<file path="src/rtl/mem_access_unit_if.sv">
// Memory-side request/ack bus between the access unit (master) and data memory (slave).
interface mem_access_unit_if;
  logic        m_req;
  logic        m_we;
  logic [31:0] m_addr;
  logic [31:0] m_wdata;
  logic [3:0]  m_be;
  logic        m_ack;
  logic [31:0] m_rdata;

  modport master (
    output m_req, m_we, m_addr, m_wdata, m_be,
    input  m_ack, m_rdata
  );

  modport slave (
    input  m_req, m_we, m_addr, m_wdata, m_be,
    output m_ack, m_rdata
  );
endinterface

</file>
<file path="src/rtl/mem_access_unit.sv">
// Load/store sizing, big-endian lane steering and req/ack sequencing for the data memory.
// Latency: issue cycle + REQ cycles until m_ack (or TIMEOUT) + one DONE cycle; stall holds the datapath until DONE.
module mem_access_unit #(
  parameter int unsigned TIMEOUT = 255
) (
  input  logic        clk,
  input  logic        arst,
  input  logic        mem_read,
  input  logic        mem_write,
  input  logic [1:0]  size,
  input  logic        sign_ext,
  input  logic [31:0] addr,
  input  logic [31:0] wdata,
  output logic        stall,
  output logic [31:0] rdata,
  output logic        misalign,
  output logic        timeout_err,
  mem_access_unit_if.master mem
);

  typedef enum logic [1:0] {IDLE, REQ, DONE} state_t;

  typedef struct packed {
    logic [1:0] lane;
    logic [1:0] size;
    logic       sign_ext;
  } ld_ctx_t;

  localparam logic [7:0] TMO_LAST = 8'(TIMEOUT - 1);

  state_t      state;
  ld_ctx_t     ld_ctx;
  logic [7:0]  tmo_cnt;
  logic [31:0] rdata_q;

  logic        op;
  logic        aligned;
  logic [3:0]  st_be;
  logic [31:0] st_wdata;
  logic [7:0]  ld_byte;
  logic [15:0] ld_half;
  logic [31:0] ld_data;

  assign op = mem_read | mem_write;

  always_comb begin
    aligned = 1'b1;
    case (size)
      2'b00:   aligned = 1'b1;
      2'b01:   aligned = ~addr[0];
      default: aligned = (addr[1:0] == 2'b00);
    endcase
  end

  assign misalign = (state == IDLE) && op && !aligned;
  assign stall    = ((state == IDLE) && op && aligned) || (state == REQ);
  // A misaligned access retires in its own cycle, so zero is forced before the register catches up.
  assign rdata    = misalign ? 32'h0 : rdata_q;

  always_comb begin
    st_be    = 4'b1111;
    st_wdata = wdata;
    case (size)
      2'b00: begin
        st_be    = 4'b1000 >> addr[1:0];
        st_wdata = {4{wdata[7:0]}};
      end
      2'b01: begin
        st_be    = addr[1] ? 4'b0011 : 4'b1100;
        st_wdata = {2{wdata[15:0]}};
      end
      default: begin
        st_be    = 4'b1111;
        st_wdata = wdata;
      end
    endcase
  end

  always_comb begin
    ld_byte = mem.m_rdata[7:0];
    case (ld_ctx.lane)
      2'd0:    ld_byte = mem.m_rdata[31:24];
      2'd1:    ld_byte = mem.m_rdata[23:16];
      2'd2:    ld_byte = mem.m_rdata[15:8];
      default: ld_byte = mem.m_rdata[7:0];
    endcase
    ld_half = ld_ctx.lane[1] ? mem.m_rdata[15:0] : mem.m_rdata[31:16];
    case (ld_ctx.size)
      2'b00:   ld_data = {{24{ld_ctx.sign_ext & ld_byte[7]}}, ld_byte};
      2'b01:   ld_data = {{16{ld_ctx.sign_ext & ld_half[15]}}, ld_half};
      default: ld_data = mem.m_rdata;
    endcase
  end

  always_ff @(posedge clk or posedge arst) begin
    if (arst) begin
      state       <= IDLE;
      ld_ctx      <= '0;
      tmo_cnt     <= 8'h0;
      rdata_q     <= 32'h0;
      timeout_err <= 1'b0;
      mem.m_req   <= 1'b0;
      mem.m_we    <= 1'b0;
      mem.m_addr  <= 32'h0;
      mem.m_wdata <= 32'h0;
      mem.m_be    <= 4'h0;
    end else begin
      case (state)
        IDLE: begin
          tmo_cnt <= 8'h0;
          if (op && aligned) begin
            state       <= REQ;
            mem.m_req   <= 1'b1;
            // Write wins when both strobes are set.
            mem.m_we    <= mem_write;
            mem.m_addr  <= {addr[31:2], 2'b00};
            mem.m_wdata <= st_wdata;
            mem.m_be    <= mem_write ? st_be : 4'b0000;
            ld_ctx      <= '{lane: addr[1:0], size: size, sign_ext: sign_ext};
          end else if (op) begin
            rdata_q <= 32'h0;
          end
        end
        REQ: begin
          tmo_cnt <= tmo_cnt + 8'd1;
          if (mem.m_ack) begin
            if (!mem.m_we) rdata_q <= ld_data;
            mem.m_req <= 1'b0;
            mem.m_be  <= 4'h0;
            state     <= DONE;
          end else if (tmo_cnt == TMO_LAST) begin
            mem.m_req   <= 1'b0;
            timeout_err <= 1'b1;
            rdata_q     <= 32'h0;
            state       <= DONE;
          end
        end
        DONE: begin
          tmo_cnt <= 8'h0;
          state   <= IDLE;
        end
        default: state <= IDLE;
      endcase
    end
  end

endmodule

</file>
<file path="src/flat_wrapper.sv">
// flat-port wrapper written by rule: the top's interface ports become plain ports
module mem_access_unit_flat 
#(
  parameter int unsigned TIMEOUT = 255
)
  (clk, arst, mem_read, mem_write, size, sign_ext, addr, wdata, stall, rdata, misalign, timeout_err, mem_m_req, mem_m_we, mem_m_addr, mem_m_wdata, mem_m_be, mem_m_ack, mem_m_rdata);
  mem_access_unit_if mem_i ();
  input  logic clk;
  input  logic arst;
  input  logic mem_read;
  input  logic mem_write;
  input  logic [1:0] size;
  input  logic sign_ext;
  input  logic [31:0] addr;
  input  logic [31:0] wdata;
  output logic stall;
  output logic [31:0] rdata;
  output logic misalign;
  output logic timeout_err;
  output wire logic [$bits(mem_i.m_req)-1:0] mem_m_req;
  output wire logic [$bits(mem_i.m_we)-1:0] mem_m_we;
  output wire logic [$bits(mem_i.m_addr)-1:0] mem_m_addr;
  output wire logic [$bits(mem_i.m_wdata)-1:0] mem_m_wdata;
  output wire logic [$bits(mem_i.m_be)-1:0] mem_m_be;
  input wire logic [$bits(mem_i.m_ack)-1:0] mem_m_ack;
  input wire logic [$bits(mem_i.m_rdata)-1:0] mem_m_rdata;
  assign mem_m_req = mem_i.m_req;
  assign mem_m_we = mem_i.m_we;
  assign mem_m_addr = mem_i.m_addr;
  assign mem_m_wdata = mem_i.m_wdata;
  assign mem_m_be = mem_i.m_be;
  assign mem_i.m_ack = mem_m_ack;
  assign mem_i.m_rdata = mem_m_rdata;
  mem_access_unit #(.TIMEOUT(TIMEOUT)) u_core (.clk(clk), .arst(arst), .mem_read(mem_read), .mem_write(mem_write), .size(size), .sign_ext(sign_ext), .addr(addr), .wdata(wdata), .stall(stall), .rdata(rdata), .misalign(misalign), .timeout_err(timeout_err), .mem(mem_i));
endmodule
</file>
<file path="config.mk">
export PLATFORM = sky130hd
export DESIGN_NAME = mem_access_unit_flat
export DESIGN_NICKNAME = d
export VERILOG_FILES = /design/src/rtl/mem_access_unit_if.sv /design/src/rtl/mem_access_unit.sv /design/src/flat_wrapper.sv
export SDC_FILE = /design/constraint.sdc
export NUM_CORES = 1
export LEC_CHECK = 0
export BUFFER_PORTS_ARGS = -buffer_cell sky130_fd_sc_hd__buf_2
export CELL_PAD_IN_SITES_DETAIL_PLACEMENT = 1
export CELL_PAD_IN_SITES_GLOBAL_PLACEMENT = 1
export CORE_MARGIN = 4
export CORE_UTILIZATION = 35
export CTS_BUF_LIST = sky130_fd_sc_hd__clkbuf_16
export DETAILED_ROUTE_END_ITERATION = 16
export PLACE_DENSITY_LB_ADDON = 0.12
export SYNTH_ARGS = -nofsm -noshare
export SYNTH_HDL_FRONTEND = slang
export SYNTH_SLANG_ARGS = --single-unit
</file>
<file path="constraint.sdc">
create_clock -name clk -period 4.6 [get_ports clk]
set_clock_uncertainty 0.2 [all_clocks]
set_input_delay 0 -clock clk [delete_from_list [all_inputs] [get_ports clk]]
set_output_delay 0 -clock clk [all_outputs]
set_load 0.02 [all_outputs]
</file>
==> results.rst, run 1 <==
.. list-table::
   :header-rows: 1

   * - Metric
     - Value
   * - Run status
     - complete, no violations
   * - Largest stage delay on the critical path
     - 840 ps
   * - Pin slew with the least headroom to its limit
     - 1130 ps
   * - Number of iterations in the first detailed-routing pass
     - 4
   * - Placed Cells
     - 897
   * - Routed Antenna Nets
     - 0
   * - Total die area
     - 18300 sq um
   * - Commonest cells post-synth
     - 116 x sky130_fd_sc_hd__dfrtp_1, 54 x sky130_fd_sc_hd__mux2_2, 42 x sky130_fd_sc_hd__nand2_1, 34 x sky130_fd_sc_hd__nor2b_1, 28 x sky130_fd_sc_hd__o21ai_0
   * - Post-CTS Hold Buffers
     - about 110
   * - Area share of the largest cell type after synthesis
     - 51.2%
   * - Area growth from synthesis to final layout
     - 51.6%
   * - Clock tree root buffer cell
     - sky130_fd_sc_hd__clkbuf_16
   * - Nature of the critical path endpoint
     - primary output
   * - Fraction of final layout cells with drive strength greater than 1
     - between 30% and 40%
   * - Die Span X
     - 135 um
   * - Area contributors post-synth
     - sky130_fd_sc_hd__dfrtp_1 51%, sky130_fd_sc_hd__mux2_2 11%, sky130_fd_sc_hd__mux2i_1 4.4%, sky130_fd_sc_hd__nor2b_1 3.8%, sky130_fd_sc_hd__nand2_1 2.8%
   * - Number of warnings printed during yosys synthesis
     - 0
   * - Final instance count without filler cells
     - 1042
   * - Ratio of routed vias to standard cells
     - 4.99
   * - Part of the Yosys area used for sequential elements
     - 51.2%
   * - Die H
     - about 140 um
   * - Count of routing violations after the opening detailed-route iteration
     - approximately 260
   * - Synthesized netlist cell count
     - 506
   * - TritonCTS Buffers
     - 17
   * - Cells along the critical path
     - dlygate4sd3_1, buf_2, nor2_1, o221ai_4, buf_4, nand2_1, buf_2
   * - EDFF count, synth
     - 0
   * - Reported max-cap violation count
     - 0
   * - H-tree depth
     - 4
   * - Worst Path Arrival
     - 2450 ps
   * - Required time of the critical path
     - about 4400 ps
   * - Flops & latches, synth
     - about 120
   * - Antenna violations before repair
     - 1
   * - Number of pins exceeding their max-slew limit in the final report
     - 0
   * - Average detailed-routed wire length per instance
     - 18.7 um
   * - Post-synthesis cell area
     - 5670 sq um
   * - Floorplan core area
     - 15900 sq um
   * - Post-Synthesis Mean Instance Area
     - 11.2 sq um
   * - Number of top-level pins
     - between 200 and 250
   * - Highest ir drop seen on vdd
     - 0.317 mV
   * - Count of standard-cell rows
     - 46
   * - Portion of the clock cycle consumed by the worst path in the final layout
     - 57.5%
   * - CTS-repair resized insts
     - 0
   * - CP startpoint kind
     - input port
   * - Dominant cell type by area after synthesis
     - sky130_fd_sc_hd__dfrtp_1
   * - Ys async rst share
     - 100%
   * - Insertion delay to the later sink of the worst-skew pair
     - 410 ps
   * - Post-detailed-routing wire length
     - ~19000 um
   * - Number of filler instances in the final layout
     - between 1.5k and 2k
   * - Minimum clock period after layout
     - 2650 ps
   * - Nets
     - 918
   * - Count leader, synth
     - sky130_fd_sc_hd__dfrtp_1
   * - Crit Path Class
     - input port to primary output
   * - # port buffers
     - 206
   * - Relative slew slack
     - 24.3%
   * - Areal power density over the cells
     - approximately 590 nW/um^2
   * - Netlist cell types
     - 51
   * - First-pass GRT wire length
     - 31700 um
   * - Deepest clock path buffer count
     - 2
   * - Number of post-CTS setup repair buffers
     - 0
   * - Combined area of the multi-input logic cells
     - approximately 2600 sq um
   * - Clock-pin slew of the registers on the worst-case setup and hold paths
     - 50 ps
   * - Peak clock frequency supported by timing
     - 0.378 GHz
   * - Setup repair after global routing missed its margin
     - no
   * - Post-detail-place hpwl
     - 12500 um
   * - Library cell contributing the largest single delay on the critical path
     - sky130_fd_sc_hd__buf_4
   * - Weighted congestion at the end of routability-driven global placement
     - 0.804
   * - GRT Resource Usage Total
     - between 20% and 30%
   * - Starting Density
     - 35.7%
   * - Path category of the worst min-delay check
     - input port to flip-flop
   * - Worst Path Max Fanout
     - 100
   * - Setup total negative slack
     - 0 ps
   * - Via count of the first global-routing pass
     - 5898
   * - Maximum number of pins on one net before global-route repair
     - 101
   * - Number of remaining DRC errors
     - 0
   * - TritonCTS clock tree
     - built
   * - Total grt overflow
     - 0
   * - Final number of setup-violating endpoints
     - 0
   * - Worst path most repeated cell
     - sky130_fd_sc_hd__buf_2
   * - Ys flop type
     - sky130_fd_sc_hd__dfrtp_1
   * - Routed via count
     - 5204
   * - Count of endpoints failing hold in the final timing report
     - 0
   * - Clock sink count
     - approximately 120
   * - Reported leakage power
     - 4.13 nW
   * - Seq. cell area
     - 2900 sq um
## kinds of logic after synthesis
group | after synthesis | synth area share (%)
other | 1 | 0.0662
AND/OR/NAND/NOR | 142 | 13.0
multiplexers | 85 | 16.7
adder cells (fa/ha/maj) | 2 | 0.442
buffers and inverters | 44 | 3.82
AO/OA/AOI/OAI | 111 | 14.0
flip-flops | 116 | 51.2
XOR/XNOR | 5 | 0.773
## metal layers
layer	GRT usage [%]	share of wire, %	wire (um)
met5	0	0	0
met4	6.61	1.9	380
met3	6.80	6.8	1330
met2	39.2	52	10200
met1	25.0	39	7630
## placed cells by master (no fill, tap or decap), types with 4 or more instances in the layout
cell type,instances
sky130_fd_sc_hd__a2111oi_0,7
sky130_fd_sc_hd__a21oi_1,24
sky130_fd_sc_hd__a32o_1,8
sky130_fd_sc_hd__and2_1,7
sky130_fd_sc_hd__buf_2,206
sky130_fd_sc_hd__buf_4,6
sky130_fd_sc_hd__bufinv_16,5
sky130_fd_sc_hd__clkbuf_16,17
sky130_fd_sc_hd__clkinv_2,4
sky130_fd_sc_hd__dfrtp_1,116
sky130_fd_sc_hd__dlygate4sd3_1,112
sky130_fd_sc_hd__inv_1,7
sky130_fd_sc_hd__mux2_2,54
sky130_fd_sc_hd__mux2i_1,25
sky130_fd_sc_hd__nand2_1,42
sky130_fd_sc_hd__nand2b_1,10
sky130_fd_sc_hd__nand3_1,6
sky130_fd_sc_hd__nor2_1,27
sky130_fd_sc_hd__nor2b_1,34
sky130_fd_sc_hd__o21ai_0,28
sky130_fd_sc_hd__o22ai_1,9
sky130_fd_sc_hd__o2bb2ai_1,16
sky130_fd_sc_hd__o31ai_1,5
sky130_fd_sc_hd__xnor2_1,5
## worst max-delay path: cells and delay by family
| kind | cells | cell delay [ps] |
|---|---|---|
| AO/OA/AOI/OAI | 1 | 240 |
| buffers and inverters | 4 | 1910 |
| AND/OR/NAND/NOR | 2 | 280 |
## layout make-up
| cell class | instances | share of cell area [%] |
|---|---|---|
| sequential | 116 | 33.8 |
| inverter | 6 | 0.291 |
| multi-input combinational | 347 | 29.9 |
| clock inverter | 15 | 2.29 |
| clock buffer | 17 | 4.95 |
| antenna | 1 | 0.0291 |
| timing repair buffer | 324 | 25.6 |
| tap | 216 | 3.15 |
## state kept, by name, indices dropped and copies added, names as in the netlist
name	count
u_core.mem.m_wdata	32
u_core.rdata_q	32
u_core.mem.m_addr	30
u_core.tmo_cnt	8
u_core.ld_ctx	5
u_core.mem.m_be	4
u_core.state	2
u_core.mem.m_req	1
u_core.mem.m_we	1
u_core.timeout_err	1
## report_power, final
part           leakage, nW  internal (W)  switching (W)
Sequential            1.46       0.00139       0.000260
Combinational         2.35      0.000796        0.00118
Clock                0.315      0.000945       0.000460
## metrics by stage
| step | power (W) | cell area [sq um] | util, % | setup WS, ps | hold slack (ps) |
|---|---|---|---|---|---|
| floorplan | 0.00291 | 5670 | - | 1330 | -98.3 |
| global placement | 0.00348 | 6840 | 43.1 | 2050 | 30.7 |
| detailed placement | 0.00355 | 6840 | 43.1 | 1960 | 38.6 |
| CTS | 0.00506 | 8590 | 54.0 | 1880 | 10.3 |
| global route | 0.00533 | 8590 | 54.1 | 1710 | 44.6 |
| finish | 0.00503 | 8590 | 54.1 | 1950 | 52.9 |
## worst paths after layout
check	startpoint	end	slack [ps]	cells past startpoint
setup / recovery	size[0]	stall	1950	7
max in group asynchronous	arst	u_core.mem.m_we	2930	4
hold / removal	mem_m_rdata[0]	u_core.rdata_q[0]	50	4
setup reg to reg	u_core.state[0]	u_core.mem.m_addr[10]	2120	4
hold reg to reg	u_core.mem.m_wdata[8]	u_core.mem.m_wdata[8]	280	2
min in group asynchronous	arst	u_core.mem.m_addr[4]	190	3
Power figures use the tool's default switching activity.
==> inputs of run 2 (changes only) <==
==> constraint.sdc (replaced) <==
create_clock -name clk -period 2.5 [get_ports clk]
set_clock_uncertainty 0.2 [all_clocks]
set_input_delay 0 -clock clk [delete_from_list [all_inputs] [get_ports clk]]
set_output_delay 0 -clock clk [all_outputs]
set_load 0.02 [all_outputs]
==> run 2 against run 1 <==
Hold slack lost 22 ps. Sequential power increased by 83%. Utilization up 0.43 points. Register-to-register slack worse by 1800 ps. Count of clock-buffer cells in the layout is the same. Critical path depth is 2 lower. Combinational power up 88%. Non-clock buffer count increased by 9. Sequential share of layout area is 0.27 points lower. Sequential cell count did not move. Via count is 0.42% higher. Critical endpoint is now rdata[1].
==> results.rst, run 2 (synthesized netlist as in run 1, its figures left out) <==
.. list-table::
   :header-rows: 1

   * - Metric
     - Value
   * - Routed via count
     - 5226 (was 5204)
   * - First-pass GRT wire length
     - 30900 um (was 31700 um)
   * - Number of top-level pins
     - 209 (unchanged)
   * - Crit Path Class
     - flip-flop to primary output (was input port to primary output)
   * - Total grt overflow
     - 0 (unchanged)
   * - Total die area
     - 18300 sq um (unchanged)
   * - Die H
     - 135 um (unchanged)
   * - TritonCTS Buffers
     - 17 (unchanged)
   * - Worst Path Arrival
     - 2150 ps (was 2450 ps)
   * - Reported max-cap violation count
     - 0 (unchanged)
   * - Count of standard-cell rows
     - 46 (unchanged)
   * - # port buffers
     - 206 (unchanged)
   * - TritonCTS clock tree
     - built (unchanged)
   * - Count of routing violations after the opening detailed-route iteration
     - 232 (was 262)
   * - Average detailed-routed wire length per instance
     - 18.3 um (was 18.7 um)
   * - Die Span X
     - 135 um (unchanged)
   * - Number of post-CTS setup repair buffers
     - 0 (unchanged)
   * - Starting Density
     - 35.7% (unchanged)
   * - Setup total negative slack
     - 0 ps (unchanged)
   * - Reported leakage power
     - 4.16 nW (was 4.13 nW)
   * - H-tree depth
     - 4 (unchanged)
   * - Floorplan core area
     - 15900 sq um (unchanged)
   * - Diodes inserted
     - 0 (was 1)
   * - Post-detailed-routing wire length
     - 19200 um (was 19500 um)
   * - Via count of the first global-routing pass
     - 5906 (was 5898)
   * - Highest ir drop seen on vdd
     - 0.580 mV (was 0.317 mV)
   * - Routed Antenna Nets
     - 0 (unchanged)
   * - Registers with the most flip-flops
     - u_core.mem.m_wdata: 32 flops, u_core.rdata_q: 32 flops, u_core.mem.m_addr: 30 flops (unchanged)
   * - Maximum number of pins on one net before global-route repair
     - 68 (was 101)
   * - Most common library cell in the layout ignoring fill and taps
     - sky130_fd_sc_hd__buf_2 (unchanged)
   * - Post-detail-place hpwl
     - 12800 um (was 12500 um)
   * - Peak clock frequency supported by timing
     - 0.425 GHz
   * - Areal power density over the cells
     - 1060 nW/um^2 (was 586 nW/um^2)
   * - GRT Resource Usage Total
     - 21.5% (was 21.9%)
   * - Antenna violations before repair
     - 0 (was 1)
   * - Deepest clock path buffer count
     - 2 (unchanged)
   * - Clock tree root buffer cell
     - sky130_fd_sc_hd__clkbuf_16 (unchanged)
   * - Count of endpoints failing hold in the final timing report
     - 0 (unchanged)
   * - Weighted congestion at the end of routability-driven global placement
     - 0.775 (was 0.804)
   * - Pin slew with the least headroom to its limit
     - 875 ps (was 1130 ps)
   * - Portion of the clock cycle consumed by the worst path in the final layout
     - 94.2%
   * - Minimum clock period after layout
     - 2350 ps
   * - Setup repair after global routing missed its margin
     - no (unchanged)
   * - Fraction of final layout cells with drive strength greater than 1
     - 37.8% (was 37.5%)
   * - Number of pins exceeding their max-slew limit in the final report
     - 0 (unchanged)
   * - Relative slew slack
     - 41.7% (was 24.3%)
   * - Number of iterations in the first detailed-routing pass
     - 4 (unchanged)
   * - CP startpoint kind
     - flip-flop (was input port)
   * - Top library cells by usage in the layout, fill and taps aside
     - 206 x sky130_fd_sc_hd__buf_2, 116 x sky130_fd_sc_hd__dfrtp_1, 113 x sky130_fd_sc_hd__dlygate4sd3_1 (was 206 x sky130_fd_sc_hd__buf_2, 116 x sky130_fd_sc_hd__dfrtp_1, 112 x sky130_fd_sc_hd__dlygate4sd3_1)
   * - Worst Path Max Fanout
     - 33 (was 100)
   * - Final number of setup-violating endpoints
     - 0 (unchanged)
   * - Clock sink count
     - 116 (unchanged)
   * - Number of remaining DRC errors
     - 0 (unchanged)
   * - Clock-pin slew of the registers on the worst-case setup and hold paths
     - 50 ps (about the same)
   * - Nets
     - 927 (was 918)
   * - Overall Power
     - 0.00921 W (was 0.00503 W)
   * - Insertion delay to the later sink of the worst-skew pair
     - 410 ps (about the same)
   * - Required time of the critical path
     - 2300 ps (was 4400 ps)
   * - Nature of the critical path endpoint
     - primary output (unchanged)
   * - Ratio of routed vias to standard cells
     - 4.98 (was 4.99)
   * - Area growth from synthesis to final layout
     - 52.8% (was 51.6%)
   * - Run status
     - complete, no violations (unchanged)
   * - Path category of the worst min-delay check
     - input port to flip-flop (unchanged)
-- run 2: changes by cell type in the layout (fill, tap and decap cells not counted), sizes merged --
cell / previous run / this run
buf: 212 / 220
clkinvlp: 1 / 3
bufinv: 5 / 4
clkinv: 7 / 6
diode: 1 / 0
dlygate4sd3: 112 / 113
inv: 8 / 7
-- run 2: cell type report --
cell class / count / area (sq um)
clock buffer: 17 / 425
clock inverter: 14 / 171
fill: 1741 / 7230
inverter: 6 / 26.3
multi-input combinational: 347 / 2570
sequential: 116 / 2900
tap: 216 / 270
timing repair buffer: 333 / 2290
-- run 2: path summary, 6_finish.rpt --
check | from | endpoint | slack, ps | depth (start not counted)
worst max-delay path | u_core.state[0] | rdata[1] | 150 | 5
worst min-delay path | mem_m_rdata[1] | u_core.rdata_q[1] | 30 | 4
worst max register to register | u_core.state[0] | u_core.mem.m_addr[8] | 310 | 5
worst min register to register | u_core.timeout_err | u_core.timeout_err | 270 | 1
max in group asynchronous | arst | u_core.rdata_q[27] | 1220 | 4
min in group asynchronous | arst | u_core.mem.m_addr[4] | 210 | 4
-- run 2: timing repair --
item / CTS / global route
resized for setup: 0 / 0
hold buffers: 113 / 0
endpoints found under the hold margin: 223 / 0
-- run 2: critical path, stage by stage (launching register included) --
cell and delay, ps:
sky130_fd_sc_hd__dfrtp_1 510, sky130_fd_sc_hd__nor2_1 320, sky130_fd_sc_hd__nor4b_4 240, sky130_fd_sc_hd__buf_4 360, sky130_fd_sc_hd__nor2b_1 120, sky130_fd_sc_hd__buf_2 180
-- run 2: metal layers --
| layer | share of wire [%] | track usage (%) | up-vias |
|---|---|---|---|
| li1 | - | - | 2434 |
| met1 | 39 | 23.9 | 2580 |
| met2 | 52 | 38.3 | 176 |
| met3 | 7.0 | 6.87 | 36 |
| met4 | 2.6 | 8.06 | 0 |
| met5 | 0 | 0 | - |
-- run 2: metrics by stage --
step | area [sq um] | setup WS (ps) | hold WS, ps | utilization [%] | std cells
after floorplan | 5670 | 622 | -98.3 | - | 507
after global placement | 6930 | 396 | 32.7 | 43.6 | 905
after detailed placement | 6930 | 348 | 36.8 | 43.6 | 905
after CTS | 8660 | 91.4 | 25.6 | 54.5 | 1049
after global routing | 8660 | 25.5 | 62.1 | 54.5 | 1049
final | 8660 | 146 | 30.4 | 54.5 | 1049
-- run 2: report_power, final --
group          internal (W)  switching, W
Combinational       0.00152       0.00220
Sequential          0.00257      0.000460
Clock               0.00164      0.000835
Total               0.00572       0.00349
